`src/rtl/add_pipe.sv`:
```
// add_pipe: pipelined multi-lane signed adder with valid/ready flow control,
// per-lane running accumulators and optional saturation on signed overflow.
// Stage 1 captures the computed result on acceptance; later stages are pure
// delay registers, each with its own valid bit, joined by a combinational
// ready chain so that bubbles anywhere in the pipe are collapsed.
module add_pipe #(
   parameter int WIDTH    = 32,
   parameter int LANES    = 1,
   parameter int STAGES   = 1,
   parameter int SATURATE = 0
) (
   input  logic                   clk,
   input  logic                   rst,
   input  logic                   in_valid,
   output logic                   in_ready,
   input  logic [1:0]             mode,
   input  logic [LANES*WIDTH-1:0] a,
   input  logic [LANES*WIDTH-1:0] b,
   output logic                   out_valid,
   input  logic                   out_ready,
   output logic [LANES*WIDTH-1:0] c,
   output logic [LANES-1:0]       ovf
);

   typedef enum logic [1:0] {
      MODE_ADD  = 2'b00,
      MODE_ACC  = 2'b01,
      MODE_LOAD = 2'b10,
      MODE_RSVD = 2'b11
   } mode_e;

   mode_e                  w_mode;
   logic                   w_accept;
   logic                   w_acc_write;
   logic [LANES*WIDTH-1:0] w_res;
   logic [LANES-1:0]       w_res_ovf;

   // Accumulators, one per lane.
   logic [WIDTH-1:0]       r_acc [LANES];

   // Pipeline stage registers; index 0 is stage 1, index STAGES-1 drives the outputs.
   logic [STAGES-1:0]      r_valid;
   logic [LANES*WIDTH-1:0] r_data [STAGES];
   logic [LANES-1:0]       r_ovf  [STAGES];

   // What each stage would load when it is free: stage 1 takes the new beat,
   // every later stage takes its predecessor.
   logic [STAGES-1:0]      w_free;
   logic [STAGES-1:0]      w_src_valid;
   logic [LANES*WIDTH-1:0] w_src_data [STAGES];
   logic [LANES-1:0]       w_src_ovf  [STAGES];

   assign w_mode      = mode_e'(mode);
   assign in_ready    = w_free[0];
   assign w_accept    = in_valid && w_free[0];
   // Reserved mode 11 falls into the "no accumulator write" group with ADD.
   assign w_acc_write = w_accept && ((w_mode == MODE_ACC) || (w_mode == MODE_LOAD));

   assign out_valid = r_valid[STAGES-1];
   assign c         = r_data[STAGES-1];
   assign ovf       = r_ovf[STAGES-1];

   // Ready chain: a stage is free when it is empty or everything downstream moves.
   always_comb begin : p_ready_chain
      logic w_chain;
      // NOTE: every combinational output gets a value on every path (default
      // first or full loop coverage), otherwise synthesis infers a latch.
      w_chain = out_ready;
      w_free  = '0;
      for (int k = STAGES - 1; k >= 0; k--) begin
         w_chain   = w_chain || !r_valid[k];
         w_free[k] = w_chain;
      end
   end

   // Per-lane arithmetic: WIDTH+1-bit sum, signed overflow detect, wrap or clamp.
   always_comb begin : p_lane_math
      logic [WIDTH-1:0] w_op_a;
      logic [WIDTH-1:0] w_op_b;
      logic [WIDTH:0]   w_sum;
      logic [WIDTH-1:0] w_lane_res;
      logic             w_lane_ovf;
      w_res     = '0;
      w_res_ovf = '0;
      for (int i = 0; i < LANES; i++) begin
         w_op_a = a[i*WIDTH +: WIDTH];
         w_op_b = (w_mode == MODE_ACC) ? r_acc[i] : b[i*WIDTH +: WIDTH];
         w_sum  = {w_op_a[WIDTH-1], w_op_a} + {w_op_b[WIDTH-1], w_op_b};
         // With sign-extended operands, the two top sum bits disagree exactly
         // when both operands share a sign that the WIDTH-bit result lost.
         w_lane_ovf = w_sum[WIDTH] != w_sum[WIDTH-1];
         if (w_mode == MODE_LOAD) begin
            w_lane_res = w_op_a;
            w_lane_ovf = 1'b0;
         end else if (w_lane_ovf && (SATURATE != 0)) begin
            // Operand sign tells the direction of the overflow.
            w_lane_res = w_op_a[WIDTH-1] ? {1'b1, {(WIDTH-1){1'b0}}}
                                         : {1'b0, {(WIDTH-1){1'b1}}};
         end else begin
            w_lane_res = w_sum[WIDTH-1:0];
         end
         w_res[i*WIDTH +: WIDTH] = w_lane_res;
         w_res_ovf[i]            = w_lane_ovf;
      end
   end

   // Source selection for each stage's load path.
   always_comb begin : p_stage_src
      w_src_valid    = '0;
      w_src_valid[0] = w_accept;
      w_src_data[0]  = w_res;
      w_src_ovf[0]   = w_res_ovf;
      for (int k = 1; k < STAGES; k++) begin
         w_src_valid[k] = r_valid[k-1];
         w_src_data[k]  = r_data[k-1];
         w_src_ovf[k]   = r_ovf[k-1];
      end
   end

   // Accumulator update on accepted ACC/LOAD beats, so the next beat chains on it.
   always_ff @(posedge clk or posedge rst) begin : p_acc
      if (rst) begin
         for (int i = 0; i < LANES; i++) begin
            r_acc[i] <= '0;
         end
      end else if (w_acc_write) begin
         for (int i = 0; i < LANES; i++) begin
            // NOTE: sequential state uses non-blocking assignment so every
            // register samples pre-edge values regardless of block ordering.
            r_acc[i] <= w_res[i*WIDTH +: WIDTH];
         end
      end
   end

   // Stage registers: a free stage loads its source; data only moves with a valid beat.
   always_ff @(posedge clk or posedge rst) begin : p_stages
      if (rst) begin
         // NOTE: the stage data arrays are reset explicitly because the output
         // bus must read zero after reset; this keeps them as flops, not RAM.
         r_valid <= '0;
         for (int k = 0; k < STAGES; k++) begin
            r_data[k] <= '0;
            r_ovf[k]  <= '0;
         end
      end else begin
         for (int k = 0; k < STAGES; k++) begin
            if (w_free[k]) begin
               r_valid[k] <= w_src_valid[k];
               if (w_src_valid[k]) begin
                  r_data[k] <= w_src_data[k];
                  r_ovf[k]  <= w_src_ovf[k];
               end
            end
         end
      end
   end

endmodule

```
`config.mk`:
```
export PLATFORM = sky130hd
export DESIGN_NAME = add_pipe
export DESIGN_NICKNAME = d
export VERILOG_FILES = /design/src/rtl/add_pipe.sv
export SDC_FILE = /design/constraint.sdc
export NUM_CORES = 1
export LEC_CHECK = 0
export BUFFER_PORTS_ARGS = -buffer_cell sky130_fd_sc_hd__buf_2
export CORE_ASPECT_RATIO = 1.2
export CORE_MARGIN = 1.5
export CORE_UTILIZATION = 50
export DETAILED_ROUTE_END_ITERATION = 6
export HOLD_SLACK_MARGIN = 0.08
export PLACE_DENSITY = 0.75
export REMOVE_ABC_BUFFERS = 1
export SLEW_MARGIN = 0
export SYNTH_ARGS = -nofsm -noshare
export SYNTH_HDL_FRONTEND = slang
export SYNTH_SLANG_ARGS = --single-unit
```
`constraint.sdc`:
```
create_clock -name clk -period 3.6 [get_ports clk]
set_input_delay 0.54 -clock clk [delete_from_list [all_inputs] [get_ports clk]]
set_output_delay 0.54 -clock clk [all_outputs]
set_load 0.05 [all_outputs]
```
==> results.toml, run 1 <==
[timing]
holdWs_ns = 0.167
finClkSkew_ns = 0.00770
relSlewSlack_pct = 35.9
fin_crit_ns = 3.45
drv_slew = 0
max_freq_mhz = 290
fin_setup_tns_ns = 0
setup_viol = 0
period_share_pct = 95.7
worst_slew_pin_slew_ns = 0.962
finalHoldViolCount = 0
layout_setup_ws_ns = 0.154

[global_routing]
grt.busiest_layer = "met2"
use_met3_pct = 4.77
grt_pass1_wl_mm = 20.5
grt_overflow = 0
antenna_found_initial = 0
track_usage_pct = 25.7
grt_max_degree = 55
grt.met1_usage_pct = 27.6
met2_usage_pct = 48.8
grt_pass1_vias = 4625

[routing]
drtAntennaViolNets = 0
dr.pass1.iters = 5
route.detailed.drc = 0
drtIter0Drc = 155
wire_per_inst_um = 15.3
viasPerCell = 5.54
drt-total-wl_mm = 12.5
num_vias = 4503

[cts]
cts_max_path_buffers = 2
cts_tree = "yes"
clk_latency_ns = 0.37
path_clk_slew_ns = 0.07
cts_buffers = 9
root_buffer = "clkbuf_8"
htreeDepth = 3
cts.sinks = 66

[place]
io_buffers = 104
place_congestion = 0.995
place_hpwl_mm = 9.59
pre_cts_slack_ns = -0.368

[pwr]
pwr-share-seq_pct = 31.5
power.density_nw_per_um2 = 582
p_sw_uw = 1510
switching_share_pct = 43.6
clockPowerShare_pct = 16.3
total_power_uw = 3450
ir_drop_v = 0.000294
p_leak_uw = 0.00289
p_int_uw = 1950
pwr-share-comb_pct = 52.2

[synthesis]
synth_area_um2 = 4720
synth_edf_count = 0
yosys_warnings = 0
ys_ff_latch = 66
synthDistinctLibCells = 47
synthXorXnorAreaFrac_pct = 5.57
yosysTopAreaCell = "dfrtp_1"
synth_area_leaders = "dfrtp_1, ha_1, mux2_2"
netlist_instances = 547
synth_compound_area_share_pct = 22.4
synth_top_family_by_area = "compound AO/OA/AOI/OAI gates"
synth_top_area_share_pct = 35.0
synthMuxAreaShare_pct = 9.84
yosysSeqAreaShare_pct = 35.0
yosys.area_share.simple_pct = 14.8
syn_avg_cell_area_um2 = 8.62
synthAdderAreaFrac_pct = 9.44
ys.flop_type = "dfrtp_1"
async_flop_share_pct = 100

[critical_path]
cp_max_fo = 4
required_ns = 3.87
slowest_delay_ns = 0.39
worst-path-buf-inv = 2
cp-start-kind = "input port"
cp-end-kind = "register"
crit_arrival_ns = 3.71
crit_family = "compound AO/OA/AOI/OAI gates"
crit_chain = "buf_2 -> inv_1 -> ha_4 -> mux2_2 -> ha_1 -> fa_1 -> a21o_1 -> a221oi_2 -> or3_4 -> a21oi_4 -> a41o_1 -> a311oi_2 -> o21ai_1 -> xnor2_1 -> o31ai_2"
crit_slowest_cell = "fa_1"
worst-setup-path-type = "input port to register"

[layout]
fin_nets = 797
n_antenna_cell = 0
nFillCells = 805
syn2layout_area_growth_pct = 25.8
drive_above_1_share_pct = 33.2
final_common_cell = "buf_2"
layout_common_cells = "buf_2, nand2_1, dfrtp_1"

[min_path]
hold_path_class = "input port to async pin"

[floorplanning]
boundaryPins = 105
die_area_um2 = 10000
fp.dieH_um = 109
start_util_pct = 51.7
die_w_um = 91.7
core_area_um2 = 9130
fp-row-count = 38

[run_status]
status = "finished clean"

[job]
cap_viol_max_count = 0
path summary, 6_finish.rpt:
check	start	endpoint	slack, ns	depth (start not counted)
worst max-delay path	mode[1]	r_acc[30]	0.15	15
worst min-delay path	rst	c[16]	0.17	2
worst max register to register	r_acc[0]	r_acc[30]	0.38	12
worst min register to register	c[17]	c[17]	0.47	2
max in group asynchronous	rst	r_acc[9]	2.73	3
min in group clk	in_valid	out_valid	0.39	2
per-stage QoR:
stage | util, % | instances | cell area [um^2]
global placement | 62.6 | 800 | 5720
finish | 65.0 | 813 | 5930
detailed placement | 62.6 | 800 | 5720
floorplan | - | 518 | 4600
global route | 65.0 | 813 | 5930
CTS | 64.5 | 812 | 5880
cells in the mapped netlist, types with 9 or more instances:
master    count
xnor2_1      17
dfrtp_1      66
a31oi_1       9
mux2_2       35
clkbuf_1     20
xor2_1       13
a21o_1       10
o21ai_0      65
nor2_1       33
nand2_1      97
ha_1         34
a21oi_1      55
power groups by stage:
stage / logic (uW) / clock network [uW] / registers (uW)
after floorplan: 869 / 0 / 1470
after CTS: 1780 / 572 / 1090
final: 1800 / 562 / 1090
after global routing: 1960 / 599 / 1120
after global placement: 1720 / 0 / 1090
after detailed placement: 1770 / 0 / 1100
layout make-up:
class,instances,area [um^2],share of cell area (%)
multi-input cells,445,2970,50.1
flip-flops and latches,66,1650,27.8
inverters,7,26.3,0.443
well taps,120,150,2.53
clock buffers,12,165,2.78
repair buffers,163,967,16.3
registers in the layout, indices dropped and copies added (netlist names):
name       cells
r_acc         32
c             32
out_valid      1
ovf            1
routing by layer:
metal  wire length [um]  vias to the layer above  share of wire, %
li1                   -                     2237                 -
met1               5060                     2116                41
met2               6510                      120                52
met3                561                       30               4.5
met4                325                        0               2.6
met5                  0                        -                 0
cell families after synthesis:
logic type,count (synthesis)
AO/OA/AOI/OAI,174
XOR/XNOR,30
adder cells (fa/ha/maj),35
buffers and inverters,36
flip-flops,66
multiplexers,42
AND/OR/NAND/NOR,164
what timing repair did:
action,CTS,global route
pin swaps,0,5
hold endpoints to repair,0,0
hold buffers,0,0
buffers inserted,0,1
gates resized for setup,1,10
endpoints found under the setup margin,1,24
No activity file was read; power rests on OpenSTA's default activity.
==> run 2, diff against run 1 <==
Settings changed: ABC_AREA set to 1, BUFFER_PORTS_ARGS -buffer_cell sky130_fd_sc_hd__buf_2 to -buffer_cell sky130_fd_sc_hd__buf_4, PLACE_DENSITY 0.75 to 0.73.
==> results.toml, run 2 <==
[critical_path]
slowest_delay_ns = 0.43
rrSetupSlack_ns = 1.19
r2r_start = "r_acc[0]"
cp-end-kind = "register"
cp_max_fo = 32
worst-setup-path-type = "input port to register"
crit_path_frequent_cell = "nand2_1"
crit_arrival_ns = 3.15
cp-start-kind = "input port"
crit_chain = "buf_4 -> inv_1 -> ha_1 -> buf_12 -> mux2_2 -> ha_1 -> fa_1 -> nand2_1 -> nand3_1 -> nand3_1 -> nand2_2 -> nand2_1 -> nand2_2 -> nand2_1 -> nand2_1 -> nand2_1 -> nand3_1 -> nand3_1 -> nand2_1"
reg2reg_depth = 15
crit_slowest_cell = "fa_1"
reg2reg_to = "r_acc[20]"
required_ns = 3.82

[job]
cap_viol_max_count = 0

[synthesis]
synth_area_leaders = "dfrtp_1, nand2_1, ha_1"
yosysTopAreaCell = "dfrtp_1"
netlist_instances = 880
yosys_warnings = 0
synth_top_area_share_pct = 29.4
yosys-top-cells-count = "nand2_1, inv_1, nand3_1"
ys.flop_type = "dfrtp_1"
synth_area_um2 = 5630
async_flop_share_pct = 100
yosysSeqAreaShare_pct = 29.4
yosysMostFrequentCell = "nand2_1"
synthDistinctLibCells = 35
synth_edf_count = 0
syn_avg_cell_area_um2 = 6.39
ys_ff_latch = 66

[routing]
drt-total-wl_mm = 15.8
num_vias = 5641
viasPerCell = 5.05
drtAntennaViolNets = 0
dr.pass1.iters = 4
wire_per_inst_um = 14.1
route.detailed.drc = 0
drtIter0Drc = 197

[layout]
n_antenna_cell = 0
seq_area_um2 = 1650
drive_above_1_share_pct = 19.0
final_util_pct = 62.6
layout_common_cells = "nand2_1, inv_1, buf_4"
multi_input_area_um2 = 3440
nFillCells = 1110
syn2layout_area_growth_pct = 22.2
fin_nets = 1086
final_cells = 1118
final_common_cell = "nand2_1"

[place]
pre_cts_slack_ns = 0.321
place_hpwl_mm = 12.1
place_congestion = 1.04
dpl.cell_count = 1102
io_buffers = 104

[floorplanning]
start_util_pct = 51.2
fp.dieH_um = 119
core_area_um2 = 11000
boundaryPins = 105
die_area_um2 = 11900
die_w_um = 99.8
fp-row-count = 42

[global_routing]
track_usage_pct = 27.8
grt_max_degree = 67
grt_pass1_wl_mm = 25.8
grt_overflow = 0
grt_pass1_vias = 5596
antenna_found_initial = 0

[timing]
holdWs_ns = 0.458
setup_viol = 0
max_freq_mhz = 342
worst_slew_pin_slew_ns = 0.857
fin_crit_ns = 2.93
rsz0062_at_grt = "false"
period_share_pct = 81.3
relSlewSlack_pct = 42.9
finalHoldViolCount = 0
drv_slew = 0
finClkSkew_ns = 0.00479
layout_setup_ws_ns = 0.674

[cts]
cts_setup_buffers = 0
clk_latency_ns = 0.34
cts_max_path_buffers = 2
cts_resized = 0
cts_buffers = 9
cts.sinks = 66
cts_tree = "yes"
path_clk_slew_ns = 0.05
root_buffer = "clkbuf_16"
htreeDepth = 3
cts.hold.buffers_added = 0

[pwr]
ir_drop_v = 0.000293
power.density_nw_per_um2 = 547
p_leak_uw = 0.00399

[run_status]
status = "finished clean"

[min_path]
hold_path_class = "input port to async pin"
[run 2: kinds of logic (layout without fill, tap and decap cells)]
group           after synthesis  in the layout  synth area share, %
compound gates               59             59                 6.09
fa+ha+maj                    35             35                 7.92
mux                          32             32                 6.41
simple gates                544            544                 39.9
buf+inv                     139            245                 9.56
xor+xnor                      5              5                0.778
flops                        66             66                 29.4
[run 2: worst max path at each step]
stage | startpoint | end | cells after the start
6_report | mode[1] | r_acc[20] | 19
5_1_grt | mode[1] | r_acc[20] | 19
4_1_cts | mode[1] | r_acc[28] | 19
3_5_place_dp | mode[1] | c[28] | 19
3_3_place_gp | mode[1] | c[28] | 19
2_1_floorplan | out_valid | r_acc[3] | 5
[run 2: per-layer routing]
metal	vias up	share of wire (%)	track usage, %
li1	2948	-	-
met1	2555	41	31.1
met2	112	53	52.1
met3	26	3.6	4.17
met4	0	2.6	10.2
met5	-	0	0
[run 2: cell type report]
class	count	area share, %
inverters	116	6.34
well taps	132	2.40
clock buffers	11	3.53
multi-input cells	675	50.0
flip-flops and latches	66	24.0
clock inverters	5	1.13
repair buffers	113	12.5
[run 2: critical path: cells and delay by family]
| family | cells | cell delay [ns] |
|---|---|---|
| and+or+nand+nor | 12 | 1.01 |
| adders and majority gates | 3 | 0.81 |
| buffers and inverters | 3 | 0.39 |
| muxes | 1 | 0.36 |
[run 2: through the flow]
stage | setup TNS, ns | cell area (um^2) | total power (uW)
after floorplan | -13.35 | 5520 | 2310
after global placement | 0 | 6550 | 2800
after detailed placement | 0 | 6550 | 2820
after CTS | 0 | 6870 | 3790
after global routing | 0 | 6870 | 4020
final | 0 | 6870 | 3760
[run 2: report_power, final]
part	total (uW)	switching (uW)	internal [uW]
sequential	1070	114	954
clock	951	328	623
combinational	1740	1140	606
==> run 3, diff against run 2 <==
Settings changed: PLACE_DENSITY 0.73 to 0.76.
Clock period 3.6 ns to 2.4 ns, I/O delays scaled along.
==> results.toml, run 3 (synthesis results as in run 2) <==
[critical_path]
cp_max_fo = 7
crit_slowest_cell = "mux2_4"
worst-setup-path-type = "input port to register"
slowest_delay_ns = 0.31
required_ns = 2.64
cp-end-kind = "register"
crit_path_frequent_cell = "nand2_1"
crit_arrival_ns = 2.72
crit_chain = "buf_8 -> inv_4 -> ha_4 -> buf_12 -> buf_6 -> mux2_4 -> ha_4 -> nand2_1 -> nand2_1 -> nand2_2 -> nand2_1 -> nand2_1 -> nand3b_1 -> buf_4 -> nand3_4 -> nand2_2 -> nand2_2 -> nand3_2 -> nand3_2 -> nand2_1"
cp-start-kind = "input port"

[place]
place_hpwl_mm = 12.8
io_buffers = 104
place_congestion = 1.07
dpl.cell_count = 1157
dpl_cell_area_um2 = 6990

[timing]
period_share_pct = 104
worst_slew_pin_slew_ns = 0.391
setup_viol = 5
rsz0062_at_grt = "true"
max_freq_mhz = 402
finalHoldViolCount = 0
relSlewSlack_pct = 73.9
drv_slew = 0
layout_setup_ws_ns = -0.0886
fin_crit_ns = 2.49
fin_setup_tns_ns = -0.202
finClkSkew_ns = 0.00478

[floorplanning]
start_util_pct = 51.2
boundaryPins = 105
die_area_um2 = 11900
die_w_um = 99.8
fp.dieH_um = 119
core_area_um2 = 11000
fp-row-count = 42

[layout]
syn2layout_area_growth_pct = 55.9
design_area_um2 = 8770
nFillCells = 726
layout_common_cells = "nand2_1, buf_4, inv_1"
final_util_pct = 79.9
final_common_cell = "nand2_1"
n_antenna_cell = 0
final_cells = 1189
fin_nets = 1158
drive_above_1_share_pct = 44.7

[routing]
drtAntennaViolNets = 0
num_vias = 6556
dr.pass1.iters = 5
drtIter0Drc = 341
route.detailed.drc = 0
drt-total-wl_mm = 20.1
wire_per_inst_um = 16.9
viasPerCell = 5.51

[global_routing]
grt_pass1_wl_mm = 28.7
track_usage_pct = 30.7
grt_pass1_vias = 6255
grt_max_degree = 67
grt_overflow = 0
antenna_found_initial = 0

[pwr]
power.density_nw_per_um2 = 765
p_leak_uw = 0.00468
total_power_uw = 6710
ir_drop_v = 0.000432

[cts]
cts.hold.buffers_added = 0
path_clk_slew_ns = 0.05
cts_buffers = 9
clk_latency_ns = 0.35
cts.sinks = 66
cts_max_path_buffers = 2
root_buffer = "clkbuf_16"
cts_tree = "yes"
htreeDepth = 3

[min_path]
hold_path_class = "input port to async pin"

[job]
cap_viol_max_count = 0

[run_status]
violations = "negative setup slack"
status = "complete, but fails checks"
==> run 3: cell types whose count changed in the layout (fill, tap and decap cells not counted), moves of 30 or more <==
cell     delta
nand3_1    -31
ha_4       +30
nand2_1    -81
nand2_2    +59
ha_1       -31
buf_4      +58
==> run 3: per-stage QoR <==
step	setup WS, ns	hold slack (ns)
after detailed placement	-0.647	0.459
after floorplan	-1.66	0.436
after CTS	-0.0122	0.113
after global routing	-0.184	0.128
final	-0.0886	0.0938
after global placement	-0.631	0.451
==> run 3: layout make-up <==
cell class	count	area (um^2)	area share (%)
well taps	132	165	1.88
multi-input cells	675	4710	53.8
inverters	116	443	5.05
flip-flops and latches	66	1650	18.8
repair buffers	185	1500	17.1
clock inverters	4	52.6	0.599
clock buffers	11	243	2.77
==> run 3: worst max-delay path: cells and delay by family <==
kind	cells	cell delay, ns
AND/OR/NAND/NOR	12	1.03
adder cells (fa/ha/maj)	2	0.42
buffers and inverters	5	0.61
multiplexers	1	0.31
==> run 3: per-layer routing <==
layer / up-vias / track usage (%) / wire (um) / part of all wire [%]
li1: 3091 / - / - / -
met1: 3100 / 33.9 / 7460 / 37
met2: 281 / 57.1 / 10600 / 53
met3: 84 / 3.40 / 1040 / 5.2
met4: 0 / 15.7 / 999 / 5.0
met5: - / 0 / 0 / 0
==> run 3: timing repair <==
action | 4_1_cts | 5_1_grt
pin swaps | 24 | 87
gates resized for setup | 87 | 220
gates cloned | 1 | 0
endpoints found under the hold margin | 0 | 0
endpoints found under the setup margin | 51 | 55
setup buffers | 9 | 10
==> run 3: worst paths after layout <==
kind                            from         to  cells after the start  slack, ns
max in group asynchronous        rst      c[16]                      3       2.01
min in group clk               a[17]      c[17]                      3       0.28
max reg2reg                 r_acc[0]  r_acc[18]                     13       0.07
min                              rst      c[12]                      3       0.09
min reg2reg                r_acc[28]  r_acc[28]                      2       0.47
max                          mode[1]  r_acc[18]                     20      -0.09
==> run 3: power by group <==
group | leakage, uW | switching, uW | internal, uW
logic | 0.00374 | 2230 | 1510
registers | 0.000807 | 190 | 1430
clock network | 0.000134 | 520 | 827
